===== src/rtl/sdc_pkg.sv =====
// Shared constants and types for the SD card DAT0 data path.
package sdc_pkg;

   localparam logic [15:0] CRC16_POLY      = 16'h1021;
   localparam int unsigned SDC_BLOCK_BYTES = 512;

   typedef enum logic [2:0] {
      StIdle,
      StWaitStart,
      StData,
      StCrc,
      StEndBit,
      StDone
   } sdc_rx_state_e;

endpackage


===== src/rtl/sdc_crc16_serial.sv =====
// Bit-serial CRC-16-CCITT (x^16+x^12+x^5+1), init 0, no final XOR; clear wins over en.
module sdc_crc16_serial
   import sdc_pkg::*;
(
   input  logic        clk_i,
   input  logic        reset_i,
   input  logic        clear_i,
   input  logic        en_i,
   input  logic        din_i,
   output logic [15:0] crc_o
);

   logic [15:0] crc_q, crc_d;
   logic        fb;

   always_comb begin
      fb    = crc_q[15] ^ din_i;
      crc_d = crc_q;
      if (clear_i) begin
         crc_d = '0;
      end else if (en_i) begin
         crc_d = {crc_q[14:0], 1'b0} ^ (fb ? CRC16_POLY : 16'h0000);
      end
   end

   always_ff @(posedge clk_i) begin
      if (reset_i) begin
         crc_q <= '0;
      end else begin
         crc_q <= crc_d;
      end
   end

   assign crc_o = crc_q;

endmodule


===== src/rtl/sdc_reader_data_rx.sv =====
// DAT0 block receiver: start-bit hunt, MSB-first byte deserialiser, CRC16 and end-bit check.
module sdc_reader_data_rx
   import sdc_pkg::*;
#(
   parameter int unsigned BLOCK_BYTES   = SDC_BLOCK_BYTES,
   parameter int unsigned START_TIMEOUT = 65535,
   parameter int unsigned CNT_W         = 16
) (
   input  logic       clk_i,
   input  logic       reset_i,
   input  logic       bit_en_i,
   input  logic       dat_in_i,
   input  logic       arm_i,
   output logic [7:0] byte_out_o,
   output logic       byte_valid_o,
   output logic       busy_o,
   output logic       done_o,
   output logic       crc_ok_o,
   output logic       crc_err_o,
   output logic       frame_err_o,
   output logic       timeout_o
);

   localparam int unsigned   NumBits = 8 * BLOCK_BYTES;
   localparam logic [CNT_W-1:0] LastBit    = CNT_W'(NumBits - 1);
   localparam logic [CNT_W-1:0] LastCrcBit = CNT_W'(15);
   localparam logic [CNT_W-1:0] TmoMax     = CNT_W'(START_TIMEOUT);

   if (64'(NumBits) > (64'd1 << CNT_W)) begin : g_bad_block_size
      $error("8*BLOCK_BYTES does not fit the CNT_W-bit bit counter");
   end
   if (START_TIMEOUT < 1 || 64'(START_TIMEOUT) >= (64'd1 << CNT_W)) begin : g_bad_timeout
      $error("START_TIMEOUT must be in 1 .. 2**CNT_W-1");
   end

   sdc_rx_state_e    state_q, state_d;
   logic [CNT_W-1:0] bit_cnt_q, bit_cnt_d;
   logic [CNT_W-1:0] tmo_cnt_q, tmo_cnt_d;
   logic [6:0]       shift_q, shift_d;
   logic [15:0]      rx_crc_q, rx_crc_d;
   logic [7:0]       byte_q, byte_d;
   logic             byte_valid_q, byte_valid_d;
   logic             crc_ok_q, crc_ok_d;
   logic             crc_err_q, crc_err_d;
   logic             frame_err_q, frame_err_d;
   logic             timeout_q, timeout_d;
   logic [15:0]      crc_calc;
   logic             crc_clear, crc_en;

   // Generator restarts on the start bit and only advances on data bits.
   assign crc_clear = (state_q == StWaitStart) && bit_en_i && !dat_in_i;
   assign crc_en    = (state_q == StData) && bit_en_i;

   sdc_crc16_serial u_crc (
      .clk_i   (clk_i),
      .reset_i (reset_i),
      .clear_i (crc_clear),
      .en_i    (crc_en),
      .din_i   (dat_in_i),
      .crc_o   (crc_calc)
   );

   always_comb begin
      state_d      = state_q;
      bit_cnt_d    = bit_cnt_q;
      tmo_cnt_d    = tmo_cnt_q;
      shift_d      = shift_q;
      rx_crc_d     = rx_crc_q;
      byte_d       = byte_q;
      byte_valid_d = 1'b0;
      crc_ok_d     = crc_ok_q;
      crc_err_d    = crc_err_q;
      frame_err_d  = frame_err_q;
      timeout_d    = timeout_q;
      unique case (state_q)
         StIdle: begin
            if (arm_i) begin
               state_d     = StWaitStart;
               tmo_cnt_d   = '0;
               crc_ok_d    = 1'b0;
               crc_err_d   = 1'b0;
               frame_err_d = 1'b0;
               timeout_d   = 1'b0;
            end
         end
         StWaitStart: begin
            if (bit_en_i) begin
               if (!dat_in_i) begin
                  state_d   = StData;
                  bit_cnt_d = '0;
               end else if (tmo_cnt_q >= TmoMax - CNT_W'(1)) begin
                  tmo_cnt_d = TmoMax;
                  timeout_d = 1'b1;
                  state_d   = StDone;
               end else begin
                  tmo_cnt_d = tmo_cnt_q + CNT_W'(1);
               end
            end
         end
         StData: begin
            if (bit_en_i) begin
               shift_d   = {shift_q[5:0], dat_in_i};
               bit_cnt_d = bit_cnt_q + CNT_W'(1);
               if (bit_cnt_q[2:0] == 3'd7) begin
                  byte_d       = {shift_q, dat_in_i};
                  byte_valid_d = 1'b1;
               end
               if (bit_cnt_q == LastBit) begin
                  state_d   = StCrc;
                  bit_cnt_d = '0;
               end
            end
         end
         StCrc: begin
            if (bit_en_i) begin
               rx_crc_d  = {rx_crc_q[14:0], dat_in_i};
               bit_cnt_d = bit_cnt_q + CNT_W'(1);
               if (bit_cnt_q == LastCrcBit) begin
                  state_d = StEndBit;
               end
            end
         end
         StEndBit: begin
            if (bit_en_i) begin
               frame_err_d = ~dat_in_i;
               crc_err_d   = (rx_crc_q != crc_calc);
               crc_ok_d    = dat_in_i && (rx_crc_q == crc_calc);
               state_d     = StDone;
            end
         end
         StDone: begin
            state_d = StIdle;
         end
         default: begin
            state_d = StIdle;
         end
      endcase
   end

   always_ff @(posedge clk_i) begin
      if (reset_i) begin
         state_q      <= StIdle;
         bit_cnt_q    <= '0;
         tmo_cnt_q    <= '0;
         shift_q      <= '0;
         rx_crc_q     <= '0;
         byte_q       <= '0;
         byte_valid_q <= 1'b0;
         crc_ok_q     <= 1'b0;
         crc_err_q    <= 1'b0;
         frame_err_q  <= 1'b0;
         timeout_q    <= 1'b0;
      end else begin
         state_q      <= state_d;
         bit_cnt_q    <= bit_cnt_d;
         tmo_cnt_q    <= tmo_cnt_d;
         shift_q      <= shift_d;
         rx_crc_q     <= rx_crc_d;
         byte_q       <= byte_d;
         byte_valid_q <= byte_valid_d;
         crc_ok_q     <= crc_ok_d;
         crc_err_q    <= crc_err_d;
         frame_err_q  <= frame_err_d;
         timeout_q    <= timeout_d;
      end
   end

   assign byte_out_o   = byte_q;
   assign byte_valid_o = byte_valid_q;
   assign busy_o       = (state_q == StWaitStart) || (state_q == StData) ||
                         (state_q == StCrc) || (state_q == StEndBit);
   assign done_o       = (state_q == StDone);
   assign crc_ok_o     = crc_ok_q;
   assign crc_err_o    = crc_err_q;
   assign frame_err_o  = frame_err_q;
   assign timeout_o    = timeout_q;

endmodule


===== config.mk =====
export PLATFORM = sky130hd
export DESIGN_NAME = sdc_reader_data_rx
export DESIGN_NICKNAME = d
export VERILOG_FILES = /design/src/rtl/sdc_pkg.sv /design/src/rtl/sdc_crc16_serial.sv /design/src/rtl/sdc_reader_data_rx.sv
export SDC_FILE = /design/constraint.sdc
export NUM_CORES = 1
export LEC_CHECK = 0
export CORE_MARGIN = 2
export CORE_UTILIZATION = 40
export CTS_CLUSTER_SIZE = 16
export DETAILED_ROUTE_END_ITERATION = 7
export GPL_TIMING_DRIVEN = 0
export RECOVER_POWER = 100
export SETUP_SLACK_MARGIN = 0.15
export SLEW_MARGIN = 10
export SYNTH_ARGS = -nofsm -noshare
export SYNTH_HDL_FRONTEND = slang
export SYNTH_SLANG_ARGS = --single-unit
export TNS_END_PERCENT = 50

===== constraint.sdc =====
create_clock -name clk_i -period 3.75 [get_ports clk_i]
set_clock_uncertainty 0.1 [all_clocks]
set_input_delay 0.75 -clock clk_i [delete_from_list [all_inputs] [get_ports clk_i]]
set_output_delay 0.75 -clock clk_i [all_outputs]
set_load 0.005 [all_outputs]

Yosys cells after proc, flatten, opt, wreduce, memory -nomap -nowiden
Index checks and enable logic that the tools add are counted.
W data, S select, Z words.
{ "totals": {"reg_bits": 87, "latch_bits": 0, "ramBits": 0, "romBits": 0, "in_bits": 5, "output_inout_bits": 15, "n_memories": 0} }
{ "op_classes": {"add_sub_neg": 2, "n_mul": 0, "n_div": 0, "magnitude_cmp": 1, "eq_ne": 21, "shift": 0, "n_mux": 34, "bitwise": 5, "n_reduce_logical": 22} }
{ "ops": {"columns": ["cell", "count"], "rows": [
  ["$mux W16", 9],
  ["$pmux W16 S3", 1],
  ["$add A16 B1 Y16 const B", 2],
  ["$pmux W16 S2", 1],
  ["$mux W3", 9],
  ["$eq A16 B12 Y1 const B", 1],
  ["$eq A16 B16 Y1", 1],
  ["$eq A16 B4 Y1 const B", 1],
  ["$ge A16 B16 Y1 const B", 1],
  ["$ne A16 B16 Y1", 1],
  ["$ne A2 B2 Y1 const B", 8],
  ["$xor A16 B16 Y16", 1],
  ["$pmux W3 S5", 1],
  ["$mux W13", 1],
  ["$reduce_and A5 Y1", 2],
  ["$eq A3 B3 Y1 const B", 3],
  ["$mux W1", 8],
  ["$pmux W1 S2", 4],
  ["$reduce_and A8 Y1", 1],
  ["$eq A3 B2 Y1 const B", 2],
  ["$reduce_and A3 Y1", 2],
  ["$logic_and A1 B1 Y1", 4],
  ["$ne A2 B1 Y1 const B", 2],
  ["$reduce_and A2 Y1", 2],
  ["other kinds (12)", 17]
]} }

Longest topological paths before layout
Gate-level depths: netlist (run 1).
{ "depth": {"depth_word": 5, "ltp_mapped": 8, "depth_no_buf": 7} }

Modules after synthesis
Synthesis (run 1) repeated with hierarchy kept, for this count alone.
{ "unflattened": {"cells_unflattened": 491, "area_unflattened_um2": 4057.6} }
{ "by_module_without_submodules": {"columns": ["module", "n_inst", "cells_per_inst", "area_each_um2", "seq_area_each_um2"], "rows": [
  ["sdc_reader_data_rx", 1, 431, 3424.5, 1421.4],
  ["sdc_crc16_serial", 1, 60, 633.1, 320.3]
]} }

Least setup slack after synthesis (run 1)
OpenSTA, ideal clock, no wires.
{ "synth_timing": {"kind": "input to register", "from": "input bit_en_i", "to": "register bit_cnt_q[3]", "arrival_time_ps": 1838, "t_required_ps": 3535, "setup_slack_ps": 1697, "cell_stages": 7, "cell_sequence": "clkbuf_1 nor2b_1 o21ai_1 clkbuf_1 nor3_1 xnor2_1 nor2_1"} }
{ "synth_via": {"elab_chain_cells": 2, "word_cells_on_any_way": 4} }
{ "synth_lines": {"columns": ["item", "line_no", "source"], "rows": [
  ["from (decl)", "sdc_reader_data_rx.sv:11", "input logic bit_en_i,"],
  ["$ne A2 B2 Y1 (no line)", null, null],
  ["$reduce_and A5 Y1 (no line) *", null, null],
  ["to (signal assigned)", "sdc_reader_data_rx.sv:155", "bit_cnt_q <= bit_cnt_d;"],
  ["to (decl)", "sdc_reader_data_rx.sv:37", "logic [CNT_W-1:0] bit_cnt_q, bit_cnt_d;"]
]} }
Mark *: on every way between the ends. The rest lies on a longest branch, timed or not.
A chain may end at the register's enable or synchronous reset.

Worst setup path after layout (run 1)
{ "layout_timing": {"from": "register state_q[2]", "to": "output done_o"} }
{ "layout_via": {"elab_chain_cells": 1} }
{ "layout_lines": {"columns": ["item", "line_no", "source"], "rows": [
  ["from (decl)", "sdc_reader_data_rx.sv:36", "sdc_rx_state_e state_q, state_d;"],
  ["from (signal assigned)", "sdc_reader_data_rx.sv:142", "state_q <= StIdle;"],
  ["from (signal assigned)", "sdc_reader_data_rx.sv:154", "state_q <= state_d;"],
  ["$eq A3 B3 Y1", "sdc_reader_data_rx.sv:172", "assign done_o = (state_q == StDone);"],
  ["to (decl)", "sdc_reader_data_rx.sv:17", "output logic done_o,"]
]} }
Every way passes these cells.

==> results, run 1 <==
- The flow ran to the end, and the final reports show no timing, DRC or antenna violations.
- The maximum count of clock buffers along a single path is 2.
- CTS placed an instance of clkbuf_8 at the clock tree root.
- Synthesis instantiated 53 different standard cells from the library.
- The core occupancy in the finished layout is 46.6%.
- The overall overflow remaining after global route is 0.
- The reported leakage power is 1.47 nW.
- The tool flagged a number of max-cap violations equal to 0.
- The number of global-route vias before repair is 3201.
- The area growth from synthesis to final layout is 13.6%.
- Along the worst hold path, the cell count comes to 2.
- Counting flops with a built-in enable in the synthesized netlist gives 0.
- The number of sinks driven by the clock tree is 87.
- The number of post-CTS setup repair buffers is 0.
- The total detailed-routing wirelength is 9070 um.
- Dividing the detail-routed wire length by the instance count gives 13.7 um.
- The setup slack on the worst flop-to-flop path is 1.14 ns.
- At the end of routability-driven placement, the weighted congestion stood at 0.866.
- The number of iterations in the first detailed-routing pass is 4.
- The initial utilization of the core area, before any placement, comes to 41.0%.
- The worst min-delay path endpoint is byte_out_o[7]$_SDFFE_PP0P_.
- The total count of max-transition violations in the final report is 0.
- The worst flop-to-flop path endpoint is bit_cnt_q[8]$_SDFFE_PP0P_.
- After synthesis, the share of flip-flops with an asynchronous set or reset is 0%.
- The clock transition time at the flip-flop clock pins of the worst setup and hold paths is around 0.10 ns.
- The detail route stage leaves a number of antenna-violating nets equal to 0.
- In this run the power density over the cells is ~450 nW/um2.
- The power after layout is 0.00205 W.
- The clock period minus worst slack is approximately 2.8 ns.
- The insertion delay to the later sink of the worst-skew pair is 0.36 ns.
- In this run the count of I/O pins placed on the die edge is 20.
- The worst hold path begins at byte_out_o[7]$_SDFFE_PP0P_.
- The post-synth net total is 503.
- The H-tree generated during clock tree synthesis spans 3 levels.
- Hold is met by 0.356 ns.
- The area enclosed by the die boundary is between 10000 and 15000 um2.
- The critical path in this run is classified as flip-flop to primary output.
- The required time at the endpoint of the critical path is ~2.9 ns.
- The antenna diode count is 0.
- The finished cells cover 4540 um2.
- Setup repair after global routing left no endpoint under its margin.
- After floorplanning, the core was sized to cover 9730 um2.
- The number of filler cells placed in the layout is 1003.
- The cell count after synthesis came out at 494.
- The accumulated negative setup slack is 0 ns.
- The post-synthesis average cell area is 8.08 um2.
- The cell area after synthesis is 3990 um2.
- The floorplan die width is 104 um.
- Cells with a size suffix above 1 make up approximately 6.1% of the layout.
- The class of the worst hold path is flip-flop to flip-flop.
- Data arrives at the worst endpoint at approximately 2 ns.
- The standard cell area after detailed placement is 4340 um2.
- After synthesis, the cell types taking the most area are dfxtp_1 (44%), nand2_1 (9.6%), a21oi_1 (7.5%).
- Entering global routing, the biggest net connects 17 pins.
- The tightest slew margin relative to the limit is 53.3%.
- The highest attainable clock frequency is 354 MHz.
- The library cell used most frequently in the layout, excluding fill and tap cells, is nand2_1.
- After the last flow step, the layout net total stands at roughly 530.
- After detailed routing, the number of remaining DRC violations is 0.
- The number of cells on the worst reg-to-reg path is 7.
- The total CTS buffers is 9.
- Detailed placement ended at an HPWL of 6430 um.
- The warning count from the yosys run is 0.
- The nature of the critical path endpoint is a primary output.
- STA classifies the critical path startpoint as a flip-flop.
- Counting flops and latches in the post-synthesis netlist gives a little under 90.
- The total of endpoints with negative setup slack in the final report is 0.
- The number of placement rows is 36.
- The initial antenna violation count is 0.
- TritonCTS built the clock tree.
- The die height is 104 um.
- The portion of synthesized cell area occupied by the leading cell type is around 44%.
- Gates resized during post-CTS repair numbered 0.
- The biggest area contributor in the post-synthesis netlist is dfxtp_1.
- After clock tree synthesis, the flow added hold-fix buffers numbering 0.
- The global router's overall resource usage is 16.8%.
- The initial detailed-routing violation count is between 100 and 150.
- Sequential elements use approximately 44% of the synthesized area.
- The total via count in the routed design is roughly 3500.
- The hold violation count in the final report is 0.
- The top fanout value on the critical path is 10.
- The first global-routing pass estimated 15100 um of wire.
- The share of the cycle needed by the critical path after routing is 75.4%.
- The worst flop-to-flop path startpoint is tmo_cnt_q[1]$_SDFFE_PP0P_.
- In the layout the commonest cells are nand2_1 (102), dfxtp_1 (87), a21oi_1 (60).
- Buffers placed on the I/O ports in this run total 18.
- The transition time of the tightest slew-check pin is 0.700 ns.
- IR analysis of the VDD net gives a maximum drop of 236 uV.
- In the synthesized netlist the dominant register cell turns out to be dfxtp_1.
- The via count normalized by instance count is 5.26.
-- layout make-up --
cell class	count	area [um2]	area share [%]
timing repair buffer	18	180	3.97
multi-input combinational	371	2100	46.2
sequential	87	1740	38.4
inverter	7	26.3	0.579
clock buffer	9	124	2.73
tap	133	166	3.67
clock inverter	7	80.1	1.77
buffer	29	120	2.65
-- critical path: stages (launching register included) --
cell	delay (ns)
dfxtp_1	0.47
clkbuf_1	0.37
and3_1	0.22
dlygate4sd3_1	0.57
-- power breakdown --
part	leakage, nW	internal, W	total, W	switching [W]
Clock	0.107	0.000319	0.000682	0.000364
Combinational	0.658	0.000128	0.000393	0.000265
Sequential	0.701	0.000948	0.000971	0.0000228
-- cells in the mapped netlist, drive strengths merged, types with 2 or more instances --
| library cell | instances |
|---|---|
| nand2 | 102 |
| dfxtp | 87 |
| a21oi | 61 |
| nor2 | 37 |
| xnor2 | 29 |
| nand3 | 22 |
| clkbuf | 20 |
| nor3 | 14 |
| nor4 | 12 |
| buf | 9 |
| nand4 | 9 |
| inv | 7 |
| and3 | 6 |
| a22oi | 5 |
| and4 | 5 |
| o21ai | 5 |
| a211oi | 4 |
| a21o | 4 |
| a311oi | 4 |
| a41oi | 4 |
| ha | 4 |
| nand3b | 4 |
| and2 | 3 |
| nand2b | 3 |
| nor2b | 3 |
| o31a | 3 |
| or4 | 3 |
| a31oi | 2 |
| nor3b | 2 |
| o211ai | 2 |
| o31ai | 2 |
| or2 | 2 |
| xor2 | 2 |
-- flip-flops by register name, summed over array words and instances, names as in the netlist --
name,flops
bit_cnt_q,16
rx_crc_q,16
tmo_cnt_q,16
u_crc.crc_o,16
byte_out_o,8
shift_q,7
state_q,3
byte_valid_o,1
crc_err_o,1
crc_ok_o,1
frame_err_o,1
timeout_o,1
-- per-stage QoR --
| step | cells | setup WS [ns] |
|---|---|---|
| global placement | 645 | 0.682 |
| global route | 661 | 0.797 |
| CTS | 661 | 0.986 |
| finish | 661 | 0.924 |
| floorplan | 494 | 1.70 |
| detailed placement | 645 | 0.695 |
-- layer usage --
metal | track usage (%) | part of all wire [%]
met1 | 22.8 | 50
met2 | 27.0 | 45
met3 | 3.76 | 3.5
met4 | 4.83 | 1.0
met5 | 0 | 0
-- worst max-delay path by stage --
stage / start / endpoint / cells past startpoint
floorplan: bit_en_i / bit_cnt_q[3]$_SDFFE_PP0P_ / 7
detailed placement: bit_en_i / tmo_cnt_q[9]$_SDFFE_PP0P_ / 6
global route: bit_en_i / bit_cnt_q[10]$_SDFFE_PP0P_ / 8
CTS: state_q[0]$_SDFFE_PP0P_ / busy_o / 4
global placement: bit_en_i / tmo_cnt_q[11]$_SDFFE_PP0P_ / 6
finish: state_q[2]$_SDFFE_PP0P_ / done_o / 3
-- kinds of logic (layout without fill, tap and decap cells) --
family | after synthesis | in the layout | share of synthesized area [%]
muxes | 2 | 2 | 0.533
AOI/OAI and AO/OA | 104 | 104 | 16.4
xor gates and xnor gates | 31 | 31 | 6.80
DFF | 87 | 87 | 43.6
adders and majority gates | 4 | 4 | 1.25
and+or+nand+nor | 230 | 230 | 27.5
buffers and inverters | 36 | 70 | 3.88
Power figures use the tool's default switching activity.
==> inputs of run 2 (changes only) <==
clock period = 2.7 ns   (was 3.75 ns; I/O delays follow)
==> run 2 against run 1 <==
  * Power grew 40%
  * Combinational power grew 43%
  * Register-to-register slack lost 0.81 ns
  * Cell count is the same
  * Die area is the same
  * Setup slack lost 0.71 ns
  * Worst hold slack is essentially flat
  * Sequential cell count is the same
  * First-iteration DRC count shrank 5.5%
  * Routed wire length shrank 0.17%
  * Core utilization grew 0.14 points
  * Largest cell class unchanged
==> results, run 2 (synthesized netlist as in run 1, its figures left out) <==
- The portion of total power attributed to combinational logic is 19.7%.
- Entering global routing, the biggest net connects 17 pins.
- The via count normalized by instance count is 5.26.
- The most frequent standard cell in the layout excluding fill and tap cells is nand2_1.
- The internal power of the cells totals slightly below 0.002 W.
- The hold violation count in the final report is 0.
- In this run, CTS created clock tree buffers numbering 9.
- TritonCTS built the clock tree.
- The startpoint type of the worst setup path is a flip-flop.
- After layout, the minimum clock period comes to 2.48 ns.
- Following the worst setup path forward leads to its endpoint at done_o.
- The number of global-route vias before repair is roughly 3200.
- The routability-driven placement congestion ratio is 0.866.
- The total detailed-routing wirelength is a little over 9000 um.
- The switching power of the nets is 0.000907 W.
- The maximum count of clock buffers along a single path is 2.
- The class of the worst hold path is flip-flop to flip-flop.
- The cell depth of the worst min-delay path is 2.
- Net switching is 31.8% of the power.
- Setup violations remaining at the end of the flow were counted as 0.
- The post-route DRC violation count is 0.
- Setup repair after global routing left no endpoint under its margin.
- Leaving out fill and tap cells, the most frequent cells in the layout are nand2_1 (102), dfxtp_1 (87), a21oi_1 (59).
- Data arrives at the worst endpoint at 1.84 ns.
- The final worst slack is 0.217 ns.
- The total count of max-transition violations in the final report is 0.
- Summed over all cells, the static leakage comes to between 1 and 1.5 nW.
- The first-pass GRT wire length is 15100 um.
- In this run the most critical hold path is launched from byte_out_o[7]$_SDFFE_PP0P_.
- The share of cells above drive strength 1 is 7.20%.
- The top fanout value on the critical path is 10.
- The flow ran to the end, and the final reports show no timing, DRC or antenna violations.
- The sum of net half-perimeters after detailed placement is approximately 6400 um.
- Global routing used 16.8% of the available tracks.
- Dividing the detail-routed wire length by the instance count gives 13.7 um.
- At the worst endpoint, the required time is 2.06 ns.
- The number of cells on the worst reg-to-reg path is 7.
- The later pin in the worst-skew pair is clocked with a latency of 0.36 ns.
- In this run, the clock network consumes 33.1% of the power.
- The max capacitance violation total is 0.
- Tracing the worst setup path back leads to its startpoint at state_q[2]$_SDFFE_PP0P_.
- The worst setup path is captured at a primary output.
- The number of iterations in the first detailed-routing pass is 4.
- The worst pin sits at a relative slew slack of 54.1%.
- The worst hold slack is about 0.36 ns.
- The area enclosed by the die boundary is 10800 um2.
- The category of the most critical setup path is flip-flop to primary output.
- The power after layout is 0.00286 W.
- The starting density of the core is 41.0%.
- After global routing the overflow that remains totals 0.
- In this run the vertical extent of the chip is 104 um.
- From synthesis to final layout, the design area changed by 13.9%.
- The post-placement worst setup slack is -0.145 ns.
- The highest attainable clock frequency is 403 MHz.
- The final layout contains approximately 530 nets.
- The number of sinks driven by the clock tree is 87.
- In this run the clock root is driven by a clkbuf_8.
- The total area inside the core boundary comes to 9730 um2.
- The post-detailed-route count of antenna-violating nets is 0.
- The total via count in the routed design is between 3000 and 4000.
- The initial antenna violation count came to 0.
- The antenna diode count is 0.
- Across all register-to-register paths, the minimum setup slack is 0.33 ns.
- VDD sags by at most between 300 and 400 uV.
- The worst flop-to-flop path endpoint is bit_cnt_q[8]$_SDFFE_PP0P_.
- Registers are responsible for 47.2% of the overall power.
- The boundary pin count is 20.
- The number of levels in the clock H-tree is 3.
- The ratio of total power to cell area is 628 nW/um2.
- The number of placement rows is 36.
- The total of buffers placed on input and output ports is 18.
- The transition time of the tightest slew-check pin is 0.688 ns.
- Measured along the x axis, the die boundary spans 104 um.
- The share of the cycle needed by the critical path after routing is roughly nine tenths.
- After clock tree synthesis, the clock-pin slew on the worst setup and hold paths is approximately 0.1 ns.
- The initial detailed-routing violation count is 120.
- The worst register-to-register path begins at tmo_cnt_q[1]$_SDFFE_PP0P_.
## run 2: worst max-delay path, cell delays in order, from the launching register on
cell,delay [ns]
dfxtp_1,0.47
clkbuf_2,0.27
and3_1,0.18
dlygate4sd3_1,0.57
## run 2: worst min-delay path by stage
stage	to
after floorplan	shift_q[6]$_SDFFE_PP0P_
after global placement	shift_q[6]$_SDFFE_PP0P_
after detailed placement	byte_out_o[6]$_SDFFE_PP0P_
after CTS	byte_out_o[6]$_SDFFE_PP0P_
after global routing	shift_q[6]$_SDFFE_PP0P_
final	byte_out_o[7]$_SDFFE_PP0P_
## run 2: layout make-up
class	instances	area, um2
Inverter	7	26.3
Multi-Input combinational cell	371	2100
Clock inverter	7	80.1
Timing Repair Buffer	18	180
Clock buffer	9	124
Fill cell	999	5180
Sequential cell	87	1740
Buffer	29	128
Tap cell	133	166
## run 2: per-stage QoR
stage / util, % / TNS (ns) / instance area [um2] / cells
final: 46.8 / 0 / 4550 / 661
after global routing: 46.8 / 0 / 4550 / 661
after CTS: 46.7 / 0 / 4550 / 661
after detailed placement: 44.6 / -1.31 / 4340 / 645
after global placement: 44.6 / -1.43 / 4340 / 645
after floorplan: - / 0 / 3990 / 494
## run 2: layer usage
| metal | vias up | global-route usage [%] | wire length (um) |
|---|---|---|---|
| met1 | 1615 | 22.8 | 4440 |
| li1 | 1788 | - | - |
| met4 | 0 | 4.83 | 73 |
| met3 | 6 | 3.76 | 360 |
| met5 | - | 0 | 0 |
| met2 | 68 | 27.0 | 4180 |
## run 2: timing repair
item                       4_1_cts  5_1_grt
hold buffers                     0        0
setup endpoints to repair        1       12
setup buffers                    0        0
gates resized for setup          1        3
## run 2: power by group through the flow
stage	sequential [W]	combinational (W)	clock, W
floorplan	0.00137	0.000397	0
global placement	0.00138	0.000548	0
CTS	0.00135	0.000558	0.000970
finish	0.00135	0.000562	0.000945
detailed placement	0.00138	0.000550	0
global route	0.00135	0.000622	0.00102
